### src/rtl/mac_lane_array.sv
// mac_lane_array: LANES parallel multipliers, a registered lane sum and a frame accumulator
// with valid/ready on both sides. Define MAC_LANE_SAT_EN for saturating accumulation and out_ovf.
module mac_lane_array #(
  parameter int IN_WIDTH  = 8,
  parameter int LANES     = 4,
  parameter int ACC_WIDTH = 24
) (
  input  logic                      clk,
  input  logic                      rst_n,
  input  logic                      in_valid,
  output logic                      in_ready,
  input  logic                      in_last,
  input  logic                      signed_mode,
  input  logic [LANES*IN_WIDTH-1:0] img_in,
  input  logic [LANES*IN_WIDTH-1:0] weight_in,
  input  logic                      flush,
  output logic                      out_valid,
  input  logic                      out_ready,
  output logic [ACC_WIDTH-1:0]      out_data,
  output logic                      out_ovf
);
  localparam int PW = 2 * IN_WIDTH;
  localparam int SW = PW + $clog2(LANES);

  logic                 w_advance;
  logic [PW-1:0]        w_prod   [LANES];
  logic [PW-1:0]        r_p_prod [LANES];
  logic                 r_p_valid, r_p_last, r_p_mode;
  logic [SW-1:0]        w_sum, r_s_sum;
  logic                 r_s_valid, r_s_last, r_s_mode;
  logic [ACC_WIDTH-1:0] w_ext_sum, w_acc_next, r_acc, r_out_data;
  logic                 r_out_valid;

  // The whole pipeline freezes only while a finished result waits for the consumer.
  assign w_advance = !(r_out_valid && !out_ready);
  assign in_ready  = w_advance && !flush;
  assign out_valid = r_out_valid;
  assign out_data  = r_out_data;

  generate
    for (genvar gi = 0; gi < LANES; gi++) begin : g_lane
      logic signed [IN_WIDTH:0] w_a, w_b;
      assign w_a = {signed_mode & img_in[gi*IN_WIDTH+IN_WIDTH-1], img_in[gi*IN_WIDTH +: IN_WIDTH]};
      assign w_b = {signed_mode & weight_in[gi*IN_WIDTH+IN_WIDTH-1], weight_in[gi*IN_WIDTH +: IN_WIDTH]};
      // The low 2*IN_WIDTH bits hold the exact product in either mode.
      assign w_prod[gi] = PW'(w_a * w_b);
    end
  endgenerate

  always_comb begin
    w_sum = '0;
    for (int i = 0; i < LANES; i++)
      w_sum = w_sum + (r_p_mode ? SW'($signed(r_p_prod[i])) : SW'(r_p_prod[i]));
  end

  assign w_ext_sum = r_s_mode ? ACC_WIDTH'($signed(r_s_sum)) : ACC_WIDTH'(r_s_sum);

`ifdef MAC_LANE_SAT_EN
  logic [ACC_WIDTH:0] w_guard;
  logic               w_sat;
  logic               r_ovf, r_out_ovf;

  always_comb begin
    w_guard = r_s_mode ? ({r_acc[ACC_WIDTH-1], r_acc} + {w_ext_sum[ACC_WIDTH-1], w_ext_sum})
                       : ({1'b0, r_acc} + {1'b0, w_ext_sum});
    w_sat      = r_s_mode ? (w_guard[ACC_WIDTH] != w_guard[ACC_WIDTH-1]) : w_guard[ACC_WIDTH];
    w_acc_next = w_guard[ACC_WIDTH-1:0];
    if (w_sat) begin
      if (!r_s_mode)               w_acc_next = '1;
      else if (w_guard[ACC_WIDTH]) w_acc_next = {1'b1, {(ACC_WIDTH-1){1'b0}}};
      else                         w_acc_next = {1'b0, {(ACC_WIDTH-1){1'b1}}};
    end
  end

  always_ff @(posedge clk or negedge rst_n) begin
    if (!rst_n) begin
      r_ovf     <= 1'b0;
      r_out_ovf <= 1'b0;
    end else if (flush) begin
      r_ovf <= 1'b0;
    end else if (w_advance && r_s_valid) begin
      if (r_s_last) begin
        r_out_ovf <= r_ovf | w_sat;
        r_ovf     <= 1'b0;
      end else begin
        r_ovf <= r_ovf | w_sat;
      end
    end
  end

  assign out_ovf = r_out_ovf;
`else
  assign w_acc_next = r_acc + w_ext_sum;
  assign out_ovf    = 1'b0;
`endif

  // Datapath registers carry no reset; the valid bits qualify them.
  always_ff @(posedge clk) begin
    if (w_advance && !flush) begin
      for (int i = 0; i < LANES; i++) r_p_prod[i] <= w_prod[i];
      r_p_last <= in_last;
      r_p_mode <= signed_mode;
      r_s_sum  <= w_sum;
      r_s_last <= r_p_last;
      r_s_mode <= r_p_mode;
    end
  end

  always_ff @(posedge clk or negedge rst_n) begin
    if (!rst_n) begin
      r_p_valid   <= 1'b0;
      r_s_valid   <= 1'b0;
      r_acc       <= '0;
      r_out_data  <= '0;
      r_out_valid <= 1'b0;
    end else begin
      if (r_out_valid && out_ready) r_out_valid <= 1'b0;
      if (flush) begin
        r_p_valid <= 1'b0;
        r_s_valid <= 1'b0;
        r_acc     <= '0;
      end else if (w_advance) begin
        r_p_valid <= in_valid;
        r_s_valid <= r_p_valid;
        if (r_s_valid) begin
          if (r_s_last) begin
            r_out_data  <= w_acc_next;
            r_out_valid <= 1'b1;
            r_acc       <= '0;
          end else begin
            r_acc <= w_acc_next;
          end
        end
      end
    end
  end
endmodule
### config.mk
export PLATFORM = sky130hd
export DESIGN_NAME = mac_lane_array
export DESIGN_NICKNAME = d
export VERILOG_FILES = /design/src/rtl/mac_lane_array.sv
export SDC_FILE = /design/constraint.sdc
export NUM_CORES = 1
export LEC_CHECK = 0
export CORE_ASPECT_RATIO = 2
export CORE_MARGIN = 3
export CORE_UTILIZATION = 53
export DETAILED_ROUTE_END_ITERATION = 10
export PLACE_DENSITY = 0.75
export SYNTH_ARGS = -nofsm -noshare
export SYNTH_HDL_FRONTEND = slang
export SYNTH_SLANG_ARGS = --single-unit
### constraint.sdc
create_clock -name clk -period 6.5 [get_ports clk]
set_clock_uncertainty 0.2 [all_clocks]
set_input_delay 1.3 -clock clk [delete_from_list [all_inputs] [get_ports clk]]
set_output_delay 1.3 -clock clk [all_outputs]
set_load 0.01 [all_outputs]
# Word level (Yosys, flattened, before mapping)
# Memory sizes are Yosys's and may differ from the RTL's.
# Index checks and enable logic that the tools add are counted.
# totals
reg_bits	73
latchBits	0
ramBits	64
romBits	0
inputBits	71
out_inout_bits	27
word_cells	59
mem_count	1
# mem_list
name	depth	width	rd	rd_ports_with_merged_regs	write_ports	line	text
r_p_prod	4	16	4	0	4	27	logic [PW-1:0] r_p_prod [LANES];
# classes
n_addsub	4
n_mul	4
n_div	0
magnitude_cmp	0
eq_ne	1
shifts	0
n_mux	20
bitwise_logic	10
n_reduce_logical	9
# ops
op	count
$mux W24	5
$mux W18	4
$mul A9 B9 Y16	4
$add A18 B18 Y18	3
$add A24 B24 Y24	1
$mux W1	11
$and A1 B1 Y1	8
$reduce_and A4 Y1	1
$logic_and A1 B1 Y1	3
$logic_not A1 Y1	3
$ne A2 B2 Y1 const B	1
$not A1 Y1	2
$reduce_and A2 Y1	1
$reduce_bool A2 Y1	1

# Logic depth before layout (Yosys ltp)
# logic_depth
depth_word	6
depth_mapped	21
ltp_nobuf	21

# Worst setup path after synthesis
# Ideal clock, no wire load.
# synth_path
path_type	in2reg
start	input port signed_mode
end	memory r_p_prod[0][15] in the netlist's numbering (data pin)
arrival_ps	6246
t_required_ps	6039
slack_ps	-208
stages	20
n_path_buf	2
path_cell_list	clkbuf_1 clkbuf_1 nand2_1 or2_2 fa_1 fa_1 inv_1 fa_1 fa_1 inv_1 fa_1 inv_1 ha_1 o21ai_0 a21boi_0 o21ai_0 nand2b_1 a31oi_1 o21ai_0 xnor2_1
# synth_rtl
element	line	text
from (decl)	13	input logic signed_mode,
to (decl)	27	

==> results.tsv <==
metric	value	unit
area delta synth->final	17.36	%
DR WL/cell	16.86	um
Worst Path Required	6.48	ns
Die H	264.9	um
FF/Latch Area	3859	um^2
Area after DPL	20170	um^2
Setup CP Type	primary input to register	
Sink Count	137	
Detail Route Antenna Nets	0	
H-tree levels	4	
Buffers on Ports	96	
# DRC	0	
synth warn	0	
Core Rows	94	
total global-route track usage	23.52	%
synth unique cells	51	
n_diodes	0	
Die ar.	35870	um^2
first-pass GRT wire length	66850	um
Avg Cell Area, Syn	10.35	um^2
Worst R2R Setup Slack	2.19	ns
Initial DRC Count	394	
TritonCTS buffer count	17	
Placer Congestion	0.9051	
CTS root buf	clkbuf_16	
top_reg_cell synth	edfxtp_1	
arrival time worst endpoint	6.19	ns
clock buffer depth	2	
adder-cell share of the synthesized area	44.48	%
VDD IR max	0.5843	mV
Vias/cell	5.293	
pre-CTS setup slack	-0.3656	ns
Async SR Flop Fraction	37.23	%
worst-margin pin slew	1.272	ns
Post-Synth XOR/XNOR Area	5.278	%
antenna violations before repair	0	
HPWL Detailed	33740	um
Nets	2462	
kind of end point of the critical path	register	
Reg clk slew, reported paths	0.06	ns
Pleak	10.20	nW
Tcrit/Tclk final	95.58	%
Mapped Area	17760	um^2
share of cells above drive strength 1	11.52	%
GR Overflow Total	0	
hold buffers post-CTS	0	
largest net degree at the start of global routing	87	
starting density of the core	53.92	%
EDFF count, synth	86	
die width	135.4	um
vias in the first global route	14120	
Detailed Routing Iterations Pass 1	6	
I/O pins	98	
Seq/Total Area, Yosys	21.73	%
HP Class	register to register	
commonest non-fill, non-tap cell in the layout	inv_1	
compound-gate portion of the synthesized area	6.708	%
shortest clock period the worst path allows after layout	6.213	ns
CTS tree	built	
Critical Path Source Type	primary input	
final setup fails	0	
Slew Limit Fails	0	
Placeable Area	32930	um^2
PwrDens	488.0	nW/um^2
most frequent cells in the layout	inv_1, fa_1, nand2_1	
CP max FO	3	
RSZ-0062 raised after global routing	false	
fin cells	2377	
Net Count, Synth	2245	
min setup slack post-route	0.2874	ns
DP Cell Count	2343	
run status	complete, no violations	
final instance area	20840	um^2
area of the multi-input gates	12590	um^2
Post-Route WL	40070	um
via count	12580	
MaxCap Viol Count	0	
Simple-Gate Fraction of Synth Area	12.62	%
number of failing hold endpoints at the final stage	0	
largest family of logic cells by synthesized area	adder cells	
Clock Latency Late Sink	0.43	ns
Filler cells	2640	
total negative slack	0	ns
Synth Instances	1715	
#FFs+latches synth	137	
mux share of post-synthesis cell area	1.557	%
max frequency	161.0	MHz
max_slew headroom	15.23	%
[cell families after synthesis]
| family | count (synthesis) |
|---|---|
| adders and majority gates | 459 |
| and+or+nand+nor | 451 |
| buffers and inverters | 358 |
| AOI/OAI and AO/OA | 177 |
| DFF | 137 |
| xor gates and xnor gates | 107 |
| muxes | 25 |
| other | 1 |
[flip-flops by register name, summed over array words and instances (netlist names)]
signal / count
r_p_last: 1
out_data: 24
r_s_mode: 1
r_acc: 24
r_s_valid: 1
r_s_sum: 18
r_p_mode: 1
r_s_last: 1
out_valid: 1
r_p_prod: 64
r_p_valid: 1
[Yosys cell counts (2+ instances only)]
cell      count  area share [%]
a21o_1       20            0.85
or2_2         9            0.32
nor2_1       52             1.1
mux2i_1       4            0.23
and2_1      164             5.8
buf_2         2           0.056
o21bai_1      3            0.13
or3_1         2           0.070
o211ai_1      3            0.13
ha_1        172              12
edfxtp_1     86              15
nand3_1      13            0.37
a22o_1       21             1.0
o21ai_0      39             1.1
nand2_1     173             3.7
inv_1       317             6.7
xnor2_1      84             4.1
a211oi_1      4            0.17
a21oi_1      49             1.4
fa_1        287              32
nor3_1       10            0.28
dfrtp_1      51             7.2
o41ai_2       3            0.27
o21ai_1       6            0.17
mux2_2       21             1.3
a21boi_0      5            0.21
and3_1        6            0.21
nand2b_1      7            0.25
a211oi_2      2            0.14
a22oi_1       2           0.085
a31oi_1       6            0.21
o21a_1        3            0.13
xor2_1       23             1.1
nand4_1       2           0.070
nor2b_1      10            0.35
a21oi_2       2           0.099
clkbuf_1     38            0.80
[path summary, 6_finish.rpt]
path / from / endpoint / cells past startpoint
max reg2reg: r_p_prod[2][1]$_DFFE_PP_ / r_s_sum[15]$_DFFE_PP_ / 13
max in group asynchronous: rst_n / r_acc[13]$_DFFE_PN0P_ / 2
min in group asynchronous: rst_n / out_data[1]$_DFFE_PN0P_ / 2
min reg2reg: r_p_last$_DFFE_PP_ / r_s_last$_DFFE_PP_ / 0
min: r_p_last$_DFFE_PP_ / r_s_last$_DFFE_PP_ / 0
max: weight_in[7] / r_p_prod[0][14]$_DFFE_PP_ / 19
[where the power goes]
group / total, mW / switching (mW) / internal [mW]
Sequential: 1.87 / 0.204 / 1.67
Clock: 1.04 / 0.391 / 0.647
Combinational: 7.26 / 3.77 / 3.49
[timing repair]
| item | CTS | global route |
|---|---|---|
| endpoints found under the setup margin | 0 | 10 |
| setup buffers | 0 | 1 |
| resized for setup | 0 | 13 |
[critical path: stages]
cell             delay (ns)
clkdlybuf4s50_1        0.47
nand2_1                0.07
or2_2                  0.31
fa_1                   0.52
fa_1                   0.54
inv_1                  0.06
fa_1                   0.50
fa_1                   0.54
inv_1                  0.05
fa_1                   0.53
inv_1                  0.05
ha_1                   0.32
inv_1                  0.07
o21ai_0                0.09
a21oi_1                0.20
o21ai_1                0.13
a21o_1                 0.18
a21oi_1                0.17
xnor2_1                0.08
[through the flow]
stage | hold slack (ns) | utilization [%] | power [mW]
finish | 0.2356 | 63.28 | 10.17
global route | 0.2332 | 63.28 | 11.18
CTS | 0.2326 | 63.16 | 10.21
detailed placement | 0.2189 | 61.26 | 9.084
global placement | 0.2014 | 61.26 | 8.823
floorplan | 0.2003 | - | 6.917
[layout make-up]
| class | count | share of cell area, % |
|---|---|---|
| Timing Repair Buffer | 239 | 9.757 |
| Inverter | 317 | 5.710 |
| Tap cell | 432 | 2.594 |
| Clock inverter | 13 | 0.9246 |
| Multi-Input combinational cell | 1220 | 60.42 |
| Clock buffer | 19 | 2.077 |
| Sequential cell | 137 | 18.52 |
[layer usage]
| metal | vias to the layer above | share of wire [%] | global-route usage, % |
|---|---|---|---|
| li1 | 5826 | - | - |
| met1 | 6360 | 32 | 22.82 |
| met2 | 281 | 60 | 48.15 |
| met3 | 115 | 2.5 | 2.317 |
| met4 | 0 | 5.2 | 10.25 |
| met5 | - | 0 | 0 |
No activity file was read; power rests on OpenSTA's default activity.
